### src/rtl/cpu_pkg.sv
// Shared opcode values, instruction field positions and fetch state encoding
// for the instruction fetch path.
package cpu_pkg;

  localparam logic [5:0] OP_LW    = 6'd0;
  localparam logic [5:0] OP_SW    = 6'd1;
  localparam logic [5:0] OP_J     = 6'd2;
  localparam logic [5:0] OP_BEQ   = 6'd4;
  localparam logic [5:0] OP_RTYPE = 6'd10;

  localparam int OPCODE_HI = 31;
  localparam int OPCODE_LO = 26;
  localparam int JIDX_W    = 26;
  localparam int IMM_HI    = 15;
  localparam int IMM_W     = 16;

  typedef enum logic [1:0] {
    ST_IDLE = 2'd0,
    ST_REQ  = 2'd1,
    ST_HOLD = 2'd2
  } fetch_state_t;

endpackage

### src/rtl/next_pc_calc.sv
// Combinational next-PC selection: sequential, taken branch or jump,
// with jump taking priority over branch.
module next_pc_calc
  import cpu_pkg::*;
#(
  parameter int ADDR_W = 32
) (
  input  logic [ADDR_W-1:0] i_pc,
  input  logic [JIDX_W-1:0] i_target_field,
  input  logic              i_branch,
  input  logic              i_zero,
  input  logic              i_jump,
  output logic [ADDR_W-1:0] o_pc_plus4,
  output logic [ADDR_W-1:0] o_next_pc
);

  logic [ADDR_W-1:0] w_branch_off;
  logic [ADDR_W-1:0] w_branch_target;
  logic [ADDR_W-1:0] w_jump_target;

  assign o_pc_plus4 = i_pc + ADDR_W'(4);

  // Word offset: sign-extended 16-bit immediate scaled by 4.
  assign w_branch_off = {{(ADDR_W-IMM_W-2){i_target_field[IMM_HI]}},
                         i_target_field[IMM_HI:0], 2'b00};
  assign w_branch_target = o_pc_plus4 + w_branch_off;
  assign w_jump_target   = {o_pc_plus4[ADDR_W-1:JIDX_W+2], i_target_field, 2'b00};

  always_comb begin
    o_next_pc = o_pc_plus4;
    if (i_jump) begin
      o_next_pc = w_jump_target;
    end else if (i_branch && i_zero) begin
      o_next_pc = w_branch_target;
    end
  end

endmodule

### src/rtl/instr_fetch_unit.sv
// Instruction fetch FSM: one outstanding memory read, holds the fetched word
// for decode under a valid/ready handshake, then redirects the PC.
module instr_fetch_unit
  import cpu_pkg::*;
#(
  parameter int                ADDR_W   = 32,
  parameter int                INSTR_W  = 32,
  parameter logic [ADDR_W-1:0] RESET_PC = 32'h0000_0000
) (
  input  logic               clk,
  input  logic               rst_n,
  input  logic               en,
  output logic               imem_req,
  output logic [ADDR_W-1:0]  imem_addr,
  input  logic               imem_ack,
  input  logic [INSTR_W-1:0] imem_rdata,
  output logic [INSTR_W-1:0] instr,
  output logic [5:0]         opcode,
  output logic               instr_valid,
  input  logic               instr_ready,
  input  logic               branch,
  input  logic               zero,
  input  logic               jump,
  output logic [ADDR_W-1:0]  pc_out,
  output logic [ADDR_W-1:0]  pc_plus4
);

  // Clearing the low bits here keeps every derived address word-aligned.
  localparam logic [ADDR_W-1:0] RESET_PC_ALIGNED = {RESET_PC[ADDR_W-1:2], 2'b00};

  fetch_state_t       r_state;
  logic [ADDR_W-1:0]  r_pc;
  logic [ADDR_W-1:0]  r_pc_out;
  logic [INSTR_W-1:0] r_instr;
  logic               r_imem_req;
  logic               r_instr_valid;
  logic [ADDR_W-1:0]  w_next_pc;

  next_pc_calc #(
    .ADDR_W(ADDR_W)
  ) u_next_pc_calc (
    .i_pc          (r_pc_out),
    .i_target_field(r_instr[JIDX_W-1:0]),
    .i_branch      (branch),
    .i_zero        (zero),
    .i_jump        (jump),
    .o_pc_plus4    (pc_plus4),
    .o_next_pc     (w_next_pc)
  );

  always_ff @(posedge clk or negedge rst_n) begin
    if (!rst_n) begin
      r_state       <= ST_IDLE;
      r_pc          <= RESET_PC_ALIGNED;
      r_pc_out      <= RESET_PC_ALIGNED;
      r_instr       <= '0;
      r_imem_req    <= 1'b0;
      r_instr_valid <= 1'b0;
    end else begin
      case (r_state)
        ST_IDLE: begin
          if (en) begin
            r_state    <= ST_REQ;
            r_imem_req <= 1'b1;
          end
        end
        ST_REQ: begin
          if (imem_ack) begin
            r_instr       <= imem_rdata;
            r_pc_out      <= r_pc;
            r_imem_req    <= 1'b0;
            r_instr_valid <= 1'b1;
            r_state       <= ST_HOLD;
          end
        end
        ST_HOLD: begin
          // Dropping en here still lets the held word finish its handshake.
          if (instr_ready) begin
            r_pc          <= w_next_pc;
            r_instr_valid <= 1'b0;
            r_imem_req    <= en;
            r_state       <= en ? ST_REQ : ST_IDLE;
          end
        end
        default: begin
          r_state       <= ST_IDLE;
          r_imem_req    <= 1'b0;
          r_instr_valid <= 1'b0;
        end
      endcase
    end
  end

  assign imem_req    = r_imem_req;
  assign imem_addr   = r_pc;
  assign instr       = r_instr;
  assign opcode      = r_instr[OPCODE_HI:OPCODE_LO];
  assign instr_valid = r_instr_valid;
  assign pc_out      = r_pc_out;

endmodule
### config.mk
export PLATFORM = sky130hd
export DESIGN_NAME = instr_fetch_unit
export DESIGN_NICKNAME = d
export VERILOG_FILES = /design/src/rtl/cpu_pkg.sv /design/src/rtl/next_pc_calc.sv /design/src/rtl/instr_fetch_unit.sv
export SDC_FILE = /design/constraint.sdc
export NUM_CORES = 1
export LEC_CHECK = 0
export BUFFER_PORTS_ARGS = -buffer_cell sky130_fd_sc_hd__clkbuf_2
export CAP_MARGIN = 20
export CORE_UTILIZATION = 58
export CTS_CLUSTER_SIZE = 24
export DETAILED_ROUTE_END_ITERATION = 10
export PLACE_DENSITY = 0.87
export SYNTH_ARGS = -nofsm -noshare
export SYNTH_HDL_FRONTEND = slang
export SYNTH_SLANG_ARGS = --single-unit
### constraint.sdc
create_clock -name clk -period 8.9 [get_ports clk]
set_clock_uncertainty 0.2 [all_clocks]
set_input_delay 1.78 -clock clk [delete_from_list [all_inputs] [get_ports clk]]
set_output_delay 1.78 -clock clk [all_outputs]
set_load 0.05 [all_outputs]
==> qor.yml <==
job:
  maxCapViolations: 0
synth:
  synth_ff_type: "dfrtp_1"
  synth_top_family_by_area: "compound AO/OA/AOI/OAI gates"
  synth-simple-area-share: 0.1567
  syn_nets: 753
  async_flop_share: 1.000
  netlist_area_sq_um: 6540
  yosys.area.top_type: "dfrtp_1"
  synth_mux_area_frac: 0.1272
  syn_area_per_cell_sq_um: 9.675
  synth-edff-count: 0
  yosysSeqAreaShare: 0.3826
  synthTopCellsByArea: "dfrtp_1 (38%), mux2_2 (11%), ha_1 (6.9%)"
  yosysWarningCount: 0
  synthAdderAreaFrac: 0.07193
  synth_compound_area_frac: 0.1693
  ys_seq_elements: 100
  yosysTopAreaCellShare: 0.3826
  synth-xor-area-share: 0.06007
  synth_cell_types: 64
  netlist_instances: 676
setup_path:
  path_class: "flip-flop to output pin"
  arrival_ns: 2.87
  path_max_fanout: 6
  endpoint_kind: "output pin"
  critPathLaunchType: "flip-flop"
  cp.required_ns: 6.92
global_route:
  use_met2: 0.5218
  antenna_found_initial: 0
  grt_pass1_wl_um: 28750
  track_usage: 0.3142
  grt_max_degree: 53
  grtUsageMet3: 0.04641
  grt_pass1_vias: 5822
  grt_overflow: 0
  grtUsageMet1: 0.4130
  top_usage_layer: "met2"
timing:
  slew_violations: 0
  worst_slew_pin_slew_ns: 0.9939
  slew_headroom: 0.3374
  holdWs_ns: 0.3163
  fin_ws_ns: 4.053
  fin_crit_sh: 0.5446
  min_period_ns: 4.847
  rsz0062_at_grt: "false"
  setup_viol: 0
  finalHoldViolCount: 0
  fin_setup_tns_ns: 0
  fmax_ghz: 0.2063
clocking:
  numCtsBuffers: 9
  cts-hold-fix-buffers: 0
  cts_tree: "done"
  path_clk_slew_ns: 0.07
  post_cts_buffers: 0
  h-tree-depth: 3
  cts_buffer_depth: 2
  cts.sinks: 100
  clock_latency_ns: 0.35
  cts_resized: 0
  root_buffer: "clkbuf_16"
detailed_routing:
  drc: 0
  avgViaCountPerCell: 6.163
  first_iter_violations: 435
  routedWlPerCell_um: 18.60
  drt-total-wl_um: 18170
  ant_nets: 0
  routed-via-count: 6021
  detail_route.first_pass.iterations: 5
floorplanning:
  coreArea_sq_um: 10940
  die_h_um: 108.2
  die_area_sq_um: 11710
  start_util: 0.5981
  row_count: 38
  io_pins: 176
  die_x_um: 108.2
place:
  place.gp.congestion: 0.9223
  portBuffers: 175
  dp_hpwl_um: 13220
  place_ws_ns: 4.211
finish:
  fin_nets: 909
  fin_util: 0.7114
  diodes: 0
  drive_above_1_share: 0.3333
  n_fill_cell: 826
  syn_to_final_growth_pct: 18.96
min_path:
  hp-class: "flip-flop to flip-flop"
outcome:
  status: "complete, no violations"
synthesized netlist by cell type, drive strengths merged, types with 4 or more instances:
| library cell | count |
|---|---|
| and2 | 7 |
| mux2i | 10 |
| nor2b | 4 |
| nand2 | 76 |
| a21o | 9 |
| mux2 | 65 |
| dfrtp | 100 |
| o31ai | 6 |
| inv | 12 |
| xnor2 | 25 |
| nand3 | 17 |
| o21ai | 43 |
| clkbuf | 23 |
| nand2b | 5 |
| o211ai | 11 |
| and4 | 5 |
| a211oi | 8 |
| nor3 | 12 |
| a21oi | 45 |
| and3 | 18 |
| o21bai | 4 |
| buf | 12 |
| nand4 | 7 |
| ha | 36 |
| nor2 | 38 |
| a31oi | 9 |
| or3 | 5 |
| o21a | 8 |
| xor2 | 19 |
cell families (layout without fill, tap and decap cells):
family          Yosys count  in the layout
simple gates            205            205
fa+ha+maj                37             37
mux                      75             75
compound gates          168            168
xor+xnor                 44             44
buf+inv                  47            208
flops                   100            100
through the flow:
stage	cells	cell area (sq um)
after floorplan	676	6540
after global placement	960	7458
after detailed placement	960	7458
after CTS	976	7752
after global routing	977	7780
final	977	7780
worst max-delay path: stages (launching register included):
cell and delay, ns:
dfrtp_1 0.45, nand3_2 0.21, nor4_4 0.50, and2b_1 0.31, and2_2 0.24, nand3_1 0.11, xnor2_1 0.34, clkbuf_2 0.35
flip-flops by register name, indices dropped and copies added, names as in the netlist:
register / flops
imem_addr: 32
imem_req: 1
instr: 32
instr_valid: 1
pc_out: 32
r_state: 2
placed cells by master, fill, tap and decap left out, drive strengths merged, types with 5 or more instances in the layout:
cell type,count
o211ai,11
and2,7
o21ai,43
nand4,7
nand2,76
xor2,19
nand2b,5
mux2i,10
xnor2,25
a211oi,8
a31oi,9
inv,13
o31ai,6
dfrtp,100
buf,6
and4,5
nand3,17
and3,18
a21oi,45
nor2,38
mux2,65
a21o,9
ha,36
nor3,12
clkbuf,185
o21a,8
or3,5
layout make-up:
class	count	area (sq um)	area share
well taps	140	175.2	0.02252
clock inverters	5	61.31	0.007880
multi-input cells	529	3827	0.4920
repair buffers	180	935.9	0.1203
flip-flops and latches	100	2502	0.3216
clock buffers	11	232.7	0.02991
inverters	12	45.04	0.005790
path summary, 6_finish.rpt:
check / from / endpoint / slack, ns / cells past startpoint
min: imem_addr[6] / imem_addr[6] / 0.32 / 2
max: pc_out[4] / pc_plus4[29] / 4.05 / 7
min in group asynchronous: rst_n / imem_req / 1.25 / 1
min reg2reg: imem_addr[6] / imem_addr[6] / 0.32 / 2
max in group asynchronous: rst_n / imem_addr[17] / 6.16 / 2
max reg2reg: pc_out[4] / imem_addr[26] / 4.48 / 13
per-layer routing:
metal / routed length [um] / share of wire
met5: 0 / 0
met4: 452 / 0.025
met3: 1203 / 0.066
met2: 8939 / 0.49
met1: 7574 / 0.42
Power is left out: the tool's default activity adds up to more than one toggle a clock period on the data nets, which glitch-free logic cannot reach.
